<file path="config.mk">
export PLATFORM = sky130hd
export DESIGN_NAME = gsr_startup_seq
export DESIGN_NICKNAME = d
export VERILOG_FILES = /design/src/rtl/gsr_seq_pkg.sv /design/src/rtl/gsr_startup_seq_reset_sync_n.sv /design/src/rtl/gsr_startup_seq.sv
export SDC_FILE = /design/constraint.sdc
export NUM_CORES = 1
export LEC_CHECK = 0
export CAP_MARGIN = 15
export CORE_ASPECT_RATIO = 1.25
export CORE_UTILIZATION = 30
export DETAILED_ROUTE_END_ITERATION = 8
export HOLD_SLACK_MARGIN = 0.08
export PLACE_DENSITY_LB_ADDON = 0.12
export SLEW_MARGIN = 5
export SYNTH_ARGS = -nofsm -noshare
export SYNTH_HDL_FRONTEND = slang
export SYNTH_SLANG_ARGS = --single-unit
</file>
<file path="constraint.sdc">
create_clock -name C -period 2.65 [get_ports C]
set_input_delay 0.795 -clock C [delete_from_list [all_inputs] [get_ports C]]
set_output_delay 0.795 -clock C [all_outputs]
set_load 0.005 [all_outputs]
</file>
<file path="src/rtl/gsr_seq_pkg.sv">
// Shared definitions for the GSR/GCE startup sequencer and the flop-bank
// benches that need the same state encoding and default timing figures.
package gsr_seq_pkg;

    localparam int unsigned STATE_W = 2;

    typedef enum logic [STATE_W-1:0] {
        ST_RST      = 2'd0,
        ST_GSR_HOLD = 2'd1,
        ST_CE_WAIT  = 2'd2,
        ST_RUN      = 2'd3
    } state_t;

    localparam int unsigned DEFAULT_GSR_CYCLES = 8;
    localparam int unsigned DEFAULT_CE_DELAY   = 4;

endpackage

</file>
<file path="src/rtl/gsr_startup_seq_reset_sync_n.sv">
// Two-flop reset synchronizer: asserts asynchronously, releases on the
// second rising clock edge after rst_n goes high.
module reset_sync_n (
    input  logic clk,
    input  logic rst_n,
    output logic rst_s
);

    logic meta;

    // Shift a constant 1 through two flops once reset is released
    always_ff @(posedge clk or negedge rst_n) begin
        if (!rst_n) begin
            meta  <= 1'b0;
            rst_s <= 1'b0;
        end else begin
            meta  <= 1'b1;
            rst_s <= meta;
        end
    end

endmodule

</file>
<file path="src/rtl/gsr_startup_seq.sv">
// Startup/restart sequencer driving the global set/reset (GSR) and global
// clock enable (GCE) nets for banks of async clear/preset flops.
module gsr_startup_seq
    import gsr_seq_pkg::*;
#(
    parameter int unsigned GSR_CYCLES = DEFAULT_GSR_CYCLES,
    parameter int unsigned CE_DELAY   = DEFAULT_CE_DELAY,
    parameter int unsigned CNT_W      = 8
) (
    input  logic               C,
    input  logic               CLR_N,
    input  logic               RESTART_REQ,
    output logic               RESTART_ACK,
    input  logic               FREEZE,
    output logic               GSR_OUT,
    output logic               GCE_OUT,
    output logic               DONE,
    output logic [STATE_W-1:0] STATE
);

    // A GSR_CYCLES of 0 still gives one cycle of GSR in GSR_HOLD
    localparam int unsigned      GSR_EFF  = (GSR_CYCLES == 0) ? 1 : GSR_CYCLES;
    localparam logic [CNT_W-1:0] GSR_LOAD = CNT_W'(GSR_EFF - 1);
    localparam logic [CNT_W-1:0] CE_LOAD  = (CE_DELAY == 0) ? '0 : CNT_W'(CE_DELAY - 1);

    state_t           state;
    logic [CNT_W-1:0] cnt;
    logic             rst_s;

    reset_sync_n u_reset_sync (
        .clk   (C),
        .rst_n (CLR_N),
        .rst_s (rst_s)
    );

    assign STATE = state;

    // Sequencer FSM; every output is a flop updated alongside the state,
    // so entering RUN sets GCE/DONE/ACK on the same edge as the transition.
    always_ff @(posedge C or negedge CLR_N) begin
        if (!CLR_N) begin
            state       <= ST_RST;
            cnt         <= '0;
            GSR_OUT     <= 1'b1;
            GCE_OUT     <= 1'b0;
            DONE        <= 1'b0;
            RESTART_ACK <= 1'b0;
        end else begin
            case (state)
                ST_RST: begin
                    if (rst_s) begin
                        state <= ST_GSR_HOLD;
                        cnt   <= GSR_LOAD;
                    end
                end
                ST_GSR_HOLD: begin
                    if (cnt != '0) begin
                        cnt <= cnt - 1'b1;
                    end else if (CE_DELAY != 0) begin
                        state   <= ST_CE_WAIT;
                        cnt     <= CE_LOAD;
                        GSR_OUT <= 1'b0;
                    end else begin
                        state       <= ST_RUN;
                        GSR_OUT     <= 1'b0;
                        GCE_OUT     <= !FREEZE;
                        DONE        <= 1'b1;
                        RESTART_ACK <= RESTART_REQ;
                    end
                end
                ST_CE_WAIT: begin
                    if (cnt != '0) begin
                        cnt <= cnt - 1'b1;
                    end else begin
                        state       <= ST_RUN;
                        GCE_OUT     <= !FREEZE;
                        DONE        <= 1'b1;
                        RESTART_ACK <= RESTART_REQ;
                    end
                end
                ST_RUN: begin
                    // A fresh request beats FREEZE; a held request with ACK up is ignored
                    if (RESTART_REQ && !RESTART_ACK) begin
                        state   <= ST_GSR_HOLD;
                        cnt     <= GSR_LOAD;
                        GSR_OUT <= 1'b1;
                        GCE_OUT <= 1'b0;
                        DONE    <= 1'b0;
                    end else begin
                        GCE_OUT <= !FREEZE;
                        if (RESTART_ACK && !RESTART_REQ) begin
                            RESTART_ACK <= 1'b0;
                        end
                    end
                end
                default: begin
                    state   <= ST_RST;
                    GSR_OUT <= 1'b1;
                    GCE_OUT <= 1'b0;
                    DONE    <= 1'b0;
                end
            endcase
        end
    end

endmodule
</file>
* After elaboration in Yosys (flattened, before gate mapping)
Cells that the tools add are included.
Operators by class: $add $sub $neg 1, equality and inequality tests 10, multiplexer cells 23, reduce and logical (&&, ||, !) cells 15
Operators by type and width (number):
- 2-to-1 mux 8 bit | 4
- one-hot mux 8 bit (4 select lines) | 1
- != test 2 bit, second input constant | 6
- 2-to-1 mux 1 bit | 9
- AND reduction 3 bit | 3
- 2-to-1 mux 2 bit | 4
- one-hot mux 1 bit (2 select lines) | 4
- one-hot mux 2 bit (4 select lines) | 1
- AND reduction 4 bit | 2
- nonzero test 8 bit | 1
- subtractor 8 x 1 -> 8 bit, second input constant | 1
- == test 2 bit, second input constant | 2
- nonzero test 2 bit | 2
- zero test 1 bit | 3
- == test 2 x 1 -> 1 bit, second input constant | 1
- logical AND 1 bit | 2
- zero test 2 bit | 1
- != test 2 x 1 -> 1 bit, second input constant | 1
- AND reduction 2 bit | 1
Word-level totals: register bits after elaboration 16, logic and storage cells 57

* Logic depth before layout (Yosys ltp)
depth in word-level cells 5, depth in mapped cells 6, mapped depth without buffers 6

* Modules after synthesis
Synthesis repeated with hierarchy kept, for this count alone.
Second synthesis, totals: cell total of the unflattened synthesis 104, area, all modules 979.7 sq um
Modules (own cells, without submodules):
- gsr_startup_seq | times used 1, cells an instance 101, area each 925.9 sq um, sequential area each 351.6 sq um
- reset_sync_n | times used 1, cells an instance 3, area each 53.8 sq um, sequential area each 50.0 sq um

* Least setup slack after synthesis
OpenSTA, ideal clock, no wires.
path kind input to register, start in RESTART_REQ, end reg state[1] (netlist: STATE[1]), library setup time 0.128 ns, arrival 1.564 ns, data required time 2.522 ns, slack 0.958 ns, stages on the path 4, buffers on the path 0, cell sequence nand2b_1 > a21o_1 > nor2_2 > mux2_1
On the way: word-level cells in the longest chain between the ends 3
RTL lines:
- from (decl) | RTL line gsr_startup_seq.sv:12 | input logic RESTART_REQ,
- logical AND 1 bit | RTL line gsr_startup_seq.sv:83 | if (RESTART_REQ && !RESTART_ACK) begin
- != test 2 bit (no source line)
- AND reduction 4 bit (no source line)
- to (signal assigned) | RTL line gsr_startup_seq.sv:75 | state <= ST_RUN;
- to (signal assigned) | RTL line gsr_startup_seq.sv:84 | state <= ST_GSR_HOLD;
- to (signal assigned) | RTL line gsr_startup_seq.sv:97 | state <= ST_RST;
- to (decl) | RTL line gsr_startup_seq.sv:26 | state_t state;
Every way passes these cells. A chain may end at the register's enable or synchronous reset.

* Final worst setup path
start reg GSR_OUT, end out GSR_OUT
RTL lines:
- from (decl) | RTL line gsr_startup_seq.sv:15 | output logic GSR_OUT,
- from (signal assigned) | RTL line gsr_startup_seq.sv:44 | GSR_OUT <= 1'b1;
- from (signal assigned) | RTL line gsr_startup_seq.sv:62 | GSR_OUT <= 1'b0;
- from (signal assigned) | RTL line gsr_startup_seq.sv:65 | GSR_OUT <= 1'b0;
No word-level cell between the ends.

==> flow_results.xml <==
<?xml version="1.0" encoding="UTF-8"?>
<metrics>
  <group name="clocking">
    <metric name="root_buffer" unit="">sky130_fd_sc_hd__clkbuf_4</metric>
    <metric name="tritoncts" unit="">built</metric>
    <metric name="insertion_delay" unit="ps">280</metric>
    <metric name="cts.sink_count" unit="">16</metric>
    <metric name="clk_pin_slew_worst_paths" unit="ps">100</metric>
    <metric name="cts-buffers-inserted" unit="">3</metric>
    <metric name="post_cts_hold_buffer_count" unit="">0</metric>
    <metric name="post_cts_resized" unit="">0</metric>
    <metric name="cts_post_setup_buffers_inserted" unit="">0</metric>
    <metric name="max-clock-path-buffers" unit="">2</metric>
    <metric name="cts.htree.levels" unit="">1</metric>
  </group>
  <group name="global_route">
    <metric name="gr-usage-all-layers" unit="">0.134</metric>
    <metric name="grt_max_degree" unit="">17</metric>
    <metric name="via_count_of_the_first_global_routing_pass" unit="">776</metric>
    <metric name="grt_antenna_before_repair" unit="">0</metric>
    <metric name="grt_remaining_overflow" unit="">0</metric>
    <metric name="grt_first_pass_wirelength" unit="um">3390</metric>
  </group>
  <group name="route">
    <metric name="first_iter_violations" unit="">28</metric>
    <metric name="num_vias" unit="">786</metric>
    <metric name="finalWirelength" unit="um">1940</metric>
    <metric name="post_drt_wl_per_cell" unit="um">13.2</metric>
    <metric name="route.top_layer_used" unit="">met4</metric>
    <metric name="wirelength_met1" unit="um">818</metric>
    <metric name="post_route_antenna_net_violation_count" unit="">0</metric>
    <metric name="met2WireLength" unit="um">996</metric>
    <metric name="detail_route.drc_violations" unit="">0</metric>
    <metric name="met3RoutedLength" unit="um">88</metric>
    <metric name="first_pass_iters" unit="">4</metric>
    <metric name="routed_via_density" unit="">5.35</metric>
  </group>
  <group name="setup_path">
    <metric name="worst_path_fanout_max" unit="">3</metric>
    <metric name="arrival" unit="ps">1340</metric>
    <metric name="critPathCaptureType" unit="">primary output</metric>
    <metric name="critical_path_buf_inv_count" unit="">1</metric>
    <metric name="timing.critical_path.required" unit="ps">1860</metric>
    <metric name="cp-start-kind" unit="">flip-flop</metric>
    <metric name="timing.critical_path.max_delay_family" unit="">flip-flops</metric>
    <metric name="slowest_delay" unit="ps">560</metric>
    <metric name="worst-r2r-setup-slack" unit="ps">800</metric>
    <metric name="timing.critical_path.slowest_stage_cell" unit="">sky130_fd_sc_hd__dfstp_2</metric>
    <metric name="worst-setup-path-type" unit="">reg2out</metric>
    <metric name="timing.critical_path.cells" unit="">clkdlybuf4s50_1</metric>
  </group>
  <group name="yosys">
    <metric name="synthDistinctLibCells" unit="">43</metric>
    <metric name="synth-seq-area-share" unit="">0.413</metric>
    <metric name="postSynthRegisterBits" unit="">16</metric>
    <metric name="synth_top_flop_cell" unit="">sky130_fd_sc_hd__dfrtp_1</metric>
    <metric name="ys_async_sr_fraction" unit="">1.00</metric>
    <metric name="ys.warnings.count" unit="">0</metric>
    <metric name="avgSynthCellArea" unit="um2">10.0</metric>
    <metric name="post_synthesis_cells" unit="">97</metric>
    <metric name="synth_enable_flop_cells" unit="">0</metric>
    <metric name="syn-cell-area" unit="um2">973</metric>
    <metric name="mappedNetlistNets" unit="">108</metric>
  </group>
  <group name="sta">
    <metric name="achievable-frequency" unit="GHz">0.468</metric>
    <metric name="setup_tns" unit="ps">0</metric>
    <metric name="final_worst_clock_skew" unit="ps">7.50</metric>
    <metric name="timing_hold_violations_final" unit="">0</metric>
    <metric name="rsz0062_at_grt" unit="">false</metric>
    <metric name="post-route-min-period" unit="ps">2130</metric>
    <metric name="timing.final.setup_violations" unit="">0</metric>
    <metric name="final_min_period_over_clock_period" unit="">0.805</metric>
    <metric name="maxSlewViolCount" unit="">0</metric>
  </group>
  <group name="cells_and_area">
    <metric name="layout.cells.most_common_list" unit="">sky130_fd_sc_hd__dfrtp_1, sky130_fd_sc_hd__clkdlybuf4s50_1, sky130_fd_sc_hd__nand2_1, sky130_fd_sc_hd__ha_1</metric>
    <metric name="finish.utilization" unit="">0.384</metric>
    <metric name="antennaDiodeCount" unit="">0</metric>
    <metric name="layout-drive-gt1-share" unit="">0.135</metric>
    <metric name="syn_to_final_growth" unit="%">18.4</metric>
    <metric name="final_net_count" unit="">123</metric>
    <metric name="commonest_non_fill_non_tap_cell_in_the_layout" unit="">sky130_fd_sc_hd__dfrtp_1</metric>
  </group>
  <group name="place">
    <metric name="io_buffer_count" unit="">9</metric>
    <metric name="place_hpwl" unit="um">1490</metric>
    <metric name="finalWeightedCongestion" unit="">0.750</metric>
  </group>
  <group name="floorplan">
    <metric name="design.die.area" unit="um2">3480</metric>
    <metric name="core.rowCount" unit="">22</metric>
    <metric name="ioPinCount" unit="">10</metric>
    <metric name="die_width" unit="um">53.0</metric>
    <metric name="die_h" unit="um">65.7</metric>
    <metric name="floorplan.core_area" unit="um2">3000</metric>
    <metric name="initial_utilization" unit="">0.324</metric>
  </group>
  <group name="power">
    <metric name="cellPowerDensity" unit="nW/um2">1130</metric>
    <metric name="peakVddDrop" unit="mV">0.548</metric>
    <metric name="p_leak" unit="nW">0.516</metric>
  </group>
  <group name="run">
    <metric name="max_cap_viol_count" unit="">0</metric>
  </group>
  <group name="min_path">
    <metric name="worst_hold_path_type" unit="">reg2reg</metric>
  </group>
  <group name="status">
    <metric name="outcome" unit="">finished clean</metric>
  </group>
</metrics>
## per-layer routing
layer | vias to the layer above | global-route usage
met5 | - | 0
li1 | 382 | -
met3 | 6 | 0.0139
met4 | 0 | 0.0757
met2 | 27 | 0.223
met1 | 371 | 0.163
## metrics by stage
stage / worst slack [ps] / total power, mW / instance area, um2 / cells / hold WS (ps)
after floorplan: 958 / 0.923 / 973 / 97 / 331
after global placement: 306 / 1.14 / 1120 / 143 / 334
after detailed placement: 294 / 1.15 / 1120 / 143 / 340
after CTS: 505 / 1.31 / 1150 / 147 / 363
after global routing: 470 / 1.43 / 1150 / 147 / 376
final: 515 / 1.30 / 1150 / 147 / 357
## logic make-up after synthesis
| family | share of synthesized area |
|---|---|
| AO/OA/AOI/OAI | 0.226 |
| AND/OR/NAND/NOR | 0.195 |
| flip-flops | 0.413 |
| adder cells (fa/ha/maj) | 0.0900 |
| buffers and inverters | 0.0231 |
| XOR/XNOR | 0.0270 |
| multiplexers | 0.0219 |
| other | 0.00385 |
## worst paths after layout
check | startpoint | end | cells after the start
max | GSR_OUT | GSR_OUT | 1
min | u_reset_sync.meta | u_reset_sync.rst_s | 0
max reg2reg | cnt[0] | STATE[1] | 6
min reg2reg | u_reset_sync.meta | u_reset_sync.rst_s | 0
max in group asynchronous | CLR_N | GSR_OUT | 2
min in group asynchronous | CLR_N | GCE_OUT | 2
## registers in the layout, summed over array words and instances (netlist names)
signal / flops
GSR_OUT: 1
cnt: 8
GCE_OUT: 1
DONE: 1
u_reset_sync.rst_s: 1
u_reset_sync.meta: 1
RESTART_ACK: 1
STATE: 2
## synth_stat cells, drive strengths merged (2+ instances only)
cell | count | share of area
nor3b | 2 | 0.021
dfrtp | 15 | 0.39
nand2b | 2 | 0.013
nand3 | 3 | 0.015
xnor2 | 2 | 0.018
nand2 | 9 | 0.037
nor2 | 5 | 0.022
nor2b | 2 | 0.013
a21o | 2 | 0.015
o21ai | 5 | 0.026
nor4 | 3 | 0.035
a21oi | 8 | 0.049
inv | 6 | 0.023
a21boi | 2 | 0.015
ha | 7 | 0.090
a2bb2oi | 2 | 0.018
a31oi | 2 | 0.013
## final cells by class
cell class                      instances  area (um2)
Clock buffer                            4        36.3
Fill cell                             298        1850
Inverter                                6        22.5
Multi-Input combinational cell         75         549
Sequential cell                        16         402
Tap cell                               36        45.0
Timing Repair Buffer                   10        97.6
## where the power goes
part	total, mW	internal, mW	switching [mW]
sequential	0.426	0.333	0.0931
combinational	0.712	0.333	0.379
clock	0.159	0.0835	0.0755
## worst register-to-register path: stages, from the launching register on
cell and delay [ps]:
sky130_fd_sc_hd__dfrtp_1 420, sky130_fd_sc_hd__inv_1 110, sky130_fd_sc_hd__ha_1 160, sky130_fd_sc_hd__nor3b_2 370, sky130_fd_sc_hd__a21oi_2 170, sky130_fd_sc_hd__nor2_2 170
sky130_fd_sc_hd__mux2_1 330
No activity file was read; power rests on OpenSTA's default activity.
